===== src/rtl/spi_xfer_ctrl.sv =====
// Multi-byte SPI transaction sequencer: asserts a slave select with setup/hold
// gaps around a burst of bytes fed one at a time to the spi byte engine.
module spi_xfer_ctrl #(
  parameter int unsigned N_SS     = 4,
  parameter int unsigned SS_W     = 2,
  parameter int unsigned CS_SETUP = 4,
  parameter int unsigned CS_HOLD  = 4
) (
  input  logic            clk,
  input  logic            reset,
  input  logic            cmd_valid,
  output logic            cmd_ready,
  input  logic [SS_W-1:0] cmd_ss,
  input  logic [7:0]      cmd_len,
  input  logic [7:0]      tx_data,
  input  logic            tx_valid,
  output logic            tx_ready,
  output logic [7:0]      rx_data,
  output logic            rx_valid,
  output logic            busy,
  output logic            done,
  output logic [N_SS-1:0] ss_n,
  output logic [7:0]      spi_din,
  output logic            spi_start,
  input  logic            spi_ready,
  input  logic            spi_done_tick,
  input  logic [7:0]      spi_dout
);

  localparam int unsigned CNT_W = 8;
  localparam int unsigned REM_W = 9;

  typedef enum logic [2:0] {
    IDLE,
    SETUP,
    LOAD,
    XFER,
    HOLD
  } state_e;

  state_e           state_q, state_d;
  logic [CNT_W-1:0] gap_q, gap_d;
  logic [REM_W-1:0] remaining_q, remaining_d;
  logic [N_SS-1:0]  ss_n_q, ss_n_d;
  logic [7:0]       rx_data_q, rx_data_d;
  logic             rx_valid_q, rx_valid_d;
  logic             done_q, done_d;
  logic             busy_q, busy_d;
  logic             cmd_ready_q, cmd_ready_d;
  logic [N_SS-1:0]  ss_sel_n;
  logic             byte_go;

  // Out-of-range slave index leaves every select high (dummy-clock transfer)
  always_comb begin
    ss_sel_n = '1;
    for (int unsigned i = 0; i < N_SS; i++) begin
      if (32'(cmd_ss) == i) ss_sel_n[i] = 1'b0;
    end
  end

  assign byte_go   = reset && (state_q == LOAD) && tx_valid && spi_ready;
  assign tx_ready  = byte_go;
  assign spi_start = byte_go;
  assign spi_din   = byte_go ? tx_data : 8'h00;

  always_comb begin
    state_d     = state_q;
    gap_d       = gap_q;
    remaining_d = remaining_q;
    ss_n_d      = ss_n_q;
    rx_data_d   = rx_data_q;
    rx_valid_d  = 1'b0;
    done_d      = 1'b0;

    unique case (state_q)
      IDLE: begin
        if (cmd_valid && cmd_ready_q) begin
          ss_n_d      = ss_sel_n;
          remaining_d = (cmd_len == 8'd0) ? REM_W'(256) : REM_W'(cmd_len);
          gap_d       = CNT_W'(CS_SETUP - 1);
          state_d     = SETUP;
        end
      end
      SETUP: begin
        if (gap_q == '0) state_d = LOAD;
        else             gap_d   = gap_q - CNT_W'(1);
      end
      LOAD: begin
        if (byte_go) begin
          remaining_d = remaining_q - REM_W'(1);
          state_d     = XFER;
        end
      end
      XFER: begin
        if (spi_done_tick) begin
          rx_data_d  = spi_dout;
          rx_valid_d = 1'b1;
          if (remaining_q == '0) begin
            gap_d   = CNT_W'(CS_HOLD - 1);
            state_d = HOLD;
          end else begin
            state_d = LOAD;
          end
        end
      end
      HOLD: begin
        // Gap expires, then one cycle with done high before selects release
        if (gap_q != '0) begin
          gap_d = gap_q - CNT_W'(1);
        end else if (!done_q) begin
          done_d = 1'b1;
        end else begin
          ss_n_d  = '1;
          state_d = IDLE;
        end
      end
      default: state_d = IDLE;
    endcase

    busy_d      = (state_d != IDLE);
    cmd_ready_d = (state_d == IDLE);
  end

  always_ff @(posedge clk) begin
    if (!reset) begin
      state_q     <= IDLE;
      gap_q       <= '0;
      remaining_q <= '0;
      ss_n_q      <= '1;
      rx_data_q   <= '0;
      rx_valid_q  <= 1'b0;
      done_q      <= 1'b0;
      busy_q      <= 1'b0;
      cmd_ready_q <= 1'b1;
    end else begin
      state_q     <= state_d;
      gap_q       <= gap_d;
      remaining_q <= remaining_d;
      ss_n_q      <= ss_n_d;
      rx_data_q   <= rx_data_d;
      rx_valid_q  <= rx_valid_d;
      done_q      <= done_d;
      busy_q      <= busy_d;
      cmd_ready_q <= cmd_ready_d;
    end
  end

  assign cmd_ready = cmd_ready_q;
  assign rx_data   = rx_data_q;
  assign rx_valid  = rx_valid_q;
  assign busy      = busy_q;
  assign done      = done_q;
  assign ss_n      = ss_n_q;

endmodule


===== config.mk =====
export PLATFORM = sky130hd
export DESIGN_NAME = spi_xfer_ctrl
export DESIGN_NICKNAME = d
export VERILOG_FILES = /design/src/rtl/spi_xfer_ctrl.sv
export SDC_FILE = /design/constraint.sdc
export NUM_CORES = 1
export LEC_CHECK = 0
export BUFFER_PORTS_ARGS = -buffer_cell sky130_fd_sc_hd__buf_2
export CORE_UTILIZATION = 45
export CTS_CLUSTER_DIAMETER = 150
export CTS_CLUSTER_SIZE = 28
export DETAILED_ROUTE_END_ITERATION = 6
export GPL_TIMING_DRIVEN = 1
export PLACE_DENSITY = 0.72
export SETUP_SLACK_MARGIN = 0.15
export SYNTH_ARGS = -nofsm -noshare
export SYNTH_HDL_FRONTEND = slang
export SYNTH_SLANG_ARGS = --single-unit

===== constraint.sdc =====
create_clock -name clk -period 5.2 [get_ports clk]
set_input_delay 0.78 -clock clk [delete_from_list [all_inputs] [get_ports clk]]
set_output_delay 0.78 -clock clk [all_outputs]
set_load 0.02 [all_outputs]

### Word level (Yosys, flattened, before mapping)

Cells that the tools add are included.

| word-level totals | value |
|---|---|
| register bits | 36 |
| input bits | 32 |
| output and inout bits | 26 |

| cells by class | value |
|---|---|
| add/subtract/negate cells | 2 |
| equality and inequality tests | 15 |
| mux-type cells | 29 |
| bitwise operators | 2 |
| reductions and logical operators | 21 |

Operator list:

| operator | number |
|---|---|
| $mux 8 | 6 |
| $pmux 8 s4 | 1 |
| $mux 9 | 3 |
| $mux 3 | 7 |
| $pmux 9 s2 | 1 |
| $logic_not 8->1 | 2 |
| $ne 2x2->1 const B | 8 |
| $pmux 3 s5 | 1 |
| $mux 4 | 3 |
| $logic_not 9->1 | 1 |
| $sub 9x1->9 const B | 1 |
| $pmux 4 s2 | 1 |
| $reduce_bool 8->1 | 1 |
| $sub 8x1->8 const B | 1 |
| $eq 3x2->1 const B | 2 |
| $logic_not 3->1 | 2 |
| $mux 1 | 6 |
| $reduce_and 6->1 | 1 |
| $eq 2x2->1 const B | 2 |
| $logic_and 1x1->1 | 4 |
| $reduce_and 2->1 | 2 |
| $reduce_and 4->1 | 1 |
| $reduce_bool 2->1 | 2 |
| $reduce_bool 4->1 | 1 |
| 8 further kinds | 9 |

### Depth between registers and ports, before layout

| logic depth | value |
|---|---|
| depth in word-level cells | 7 |
| gate-level depth with buffers | 7 |
| mapped depth without buffers | 7 |

### Least setup slack after synthesis

Ideal clock, no wire load.

| timing | value |
|---|---|
| path kind | input -> output |
| start point | input spi_ready |
| end point | output spi_din[0] |
| arrival time | 1474 ps |
| data required time | 4420 ps |
| slack | 2946 ps |
| cell stages on the path | 4 |
| path buffers | 1 |
| cells stage by stage | nand3_1 > nor2_1 > buf_2 > and2_1 |

| between the ends | value |
|---|---|
| longest elaborated chain between the ends | 2 |

RTL lines:

| element | RTL line | source |
|---|---|---|
| from (decl) | 25 | `input logic spi_ready,` |
| $logic_and 1x1->1 | 61 | `assign byte_go = reset && (state_q == LOAD) && tx_valid && spi_ready;` |
| via spi_start | 24 | `output logic spi_start,` |
| $mux 8 | 64 | `assign spi_din = byte_go ? tx_data : 8'h00;` |
| to (decl) | 23 | `output logic [7:0] spi_din,` |

The timed path passes the listed nets, and every way through them passes these cells.

### Final worst setup path

| timing | value |
|---|---|
| start point | register state_q[1] |
| end point | output spi_din[5] |

| between the ends | value |
|---|---|
| longest elaborated chain between the ends | 5 |

RTL lines:

| element | RTL line | source |
|---|---|---|
| from (decl) | 41 | `state_e state_q, state_d;` |
| from (signal assigned) | 136 | `state_q <= state_d;` |
| $eq 3x2->1 | 61 |  |
| $logic_and 1x1->1 (3 in a row) | 61 |  |
| $mux 8 | 64 |  |

Every way passes these cells.

==> results.cfg <==
[outcome]
status = finished, final reports clean

[critical_path]
worstSetupStartpointType = flip-flop
critPathArrivalTime_ns = 2.36
end_kind = output pin
path_max_fanout = 22
reg2regPathDepth = 5
path_class = flip-flop to output pin
crit_required_ns = 4.42

[logic_synthesis]
synth.avg_cell_area_sq_um = 7.82
synth_top_area_cell = dfxtp_1
synthCells = 235
ys_seq_area_frac = 0.392
ys.flop_type = dfxtp_1
syn-num-nets = 270
synth_cell_types = 49
synthTopCellsByArea = dfxtp_1 (39%), nand2_1 (7.8%), a21oi_1 (6.3%)
synth-edff-count = 0
async_reset_ff_frac = 0
yosysTopAreaCellShare = 0.392
yosys_warnings = 0
syn_area_sq_mm = 0.00184
ys_seq_elements = 36

[routing]
detail-route-antenna-nets = 0
wl_microns = 4460
dr.pass1.iters = 4
vias = 1865
viasPerCell = 5.55
drcViolationCount = 0
drt_iter0_markers = 108
wire_per_inst_microns = 13.3

[pwr]
p_int_w = 0.000585
swShare = 0.411
combPwrFrac = 0.411
power.switching_w = 0.000408
power_density_mw_per_mm2 = 446
peakVddDrop_uv = 268
pwr-share-clk = 0.216
leakage_nw = 0.947
seq_power_share = 0.373

[sta]
worst_pin_slew_ns = 0.775
rsz0062_at_grt = false
slew_viol_final = 0
fmaxAchievable_ghz = 0.318
hold_viol_final = 0
setup_tns_ns = 0
setup_viol_count_final = 0
period_share = 0.604
finalCriticalPeriod_ns = 3.14
relSlewSlack = 0.481
fin_skew_ns = 0.0110

[clock_tree]
cts_resized = 0
cts.sinks = 36
clk_latency_ns = 0.29
clk_pin_slew_worst_paths_ns = 0.07
htreeDepth = 2
cts_tree = built
clk_path_buf_depth = 2
hold_buffers = 0
cts_buffers = 5
cts-root-buf = clkbuf_8
post_cts_buffers = 0

[floorplanning]
rows = 22
die_w_microns = 65.9
start_util = 0.484
ios = 58
die-area_sq_mm = 0.00434
core_sq_mm = 0.00380
die_height_microns = 65.9

[layout]
fill_cells = 356
area_growth_pct = 21.1
finalNetCount = 322
drive_gt1_frac = 0.243
diodes = 0
final_cell_mix = buf_2 (57), nand2_1 (38), dfxtp_1 (36)
final_common_cell = buf_2
stdcell_count = 336

[global_route]
grt_pass1_vias = 1662
overflow = 0
antenna_found_initial = 0
grt_pass1_wl_microns = 7470
grt_start_max_net_pins = 23
track_usage = 0.222

[placed_design]
dpl.hpwl_microns = 3220
gp_congestion = 0.861
io_buffers = 57
place_inst = 328

[hold_path]
hold_path_class = flip-flop to flip-flop
min_path_cells = 2

[flow_run]
maxCapViolations = 0
registers in the layout, summed over array words and instances, names as in the netlist:
register,cells
ss_n,4
rx_valid,1
busy,1
gap_q,8
state_q,3
rx_data,8
done,1
remaining_q,9
cmd_ready,1
power by group through the flow:
stage          Clock, W  Sequential, W  Combinational (W)
2_1_floorplan         0       0.000368           0.000308
3_3_place_gp          0       0.000374           0.000398
3_5_place_dp          0       0.000375           0.000398
4_1_cts        0.000219       0.000370           0.000404
5_1_grt        0.000234       0.000379           0.000458
6_report       0.000214       0.000371           0.000408
metrics by stage:
stage / util / hold WS [ns] / power [W] / instance area, sq um / setup slack (ns)
floorplan: - / 0.451 / 0.000676 / 1840 / 2.95
global placement: 0.560 / 0.440 / 0.000772 / 2130 / 2.46
detailed placement: 0.560 / 0.444 / 0.000774 / 2130 / 2.38
CTS: 0.586 / 0.454 / 0.000992 / 2220 / 2.05
global route: 0.586 / 0.481 / 0.00107 / 2220 / 1.85
finish: 0.586 / 0.452 / 0.000993 / 2220 / 2.06
layout make-up:
type                       instances  area (sq um)  area share
clock buffer                       6          82.6      0.0371
sequential                        36           721       0.324
multi-input combinational        181          1040       0.467
tap                               48          60.1      0.0270
inverter                           6          22.5      0.0101
timing repair buffer              57           285       0.128
clock inverter                     2          13.8     0.00619
kinds of logic (layout without fill, tap and decap cells):
logic type,count (synthesis),count (layout),share of synthesized area
xor+xnor,1,1,0.00477
compound gates,65,65,0.217
simple gates,111,111,0.318
fa+ha+maj,3,3,0.0204
flops,36,36,0.392
mux,1,1,0.00545
buf+inv,18,71,0.0416
cells in the mapped netlist (5+ instances only):
cell type   n
clkbuf_1    7
nor3_1      7
nand3_1     7
inv_1       6
and2_1     10
nor4_1      6
o22ai_1     5
nand2_1    38
dfxtp_1    36
a21oi_1    23
nor2_1     18
o21ai_0    15
final timing paths:
kind	start	end	slack, ns
worst max register to register	state_q[2]	busy	2.46
worst min-delay path	rx_data[6]	rx_data[6]	0.45
worst min register to register	rx_data[6]	rx_data[6]	0.45
worst max-delay path	state_q[1]	spi_din[5]	2.06
critical path, cell delays in order (launching register included):
cell,delay (ns)
dfxtp_1,0.49
or3b_1,0.68
nor2_1,0.54
and2_1,0.20
buf_2,0.16
metal layers:
metal,vias up,part of all wire,track usage
li1,956,-,-
met1,853,0.49,0.306
met2,50,0.45,0.346
met3,6,0.049,0.0431
met4,0,0.011,0.0707
met5,-,0,0
Power figures use the tool's default switching activity.
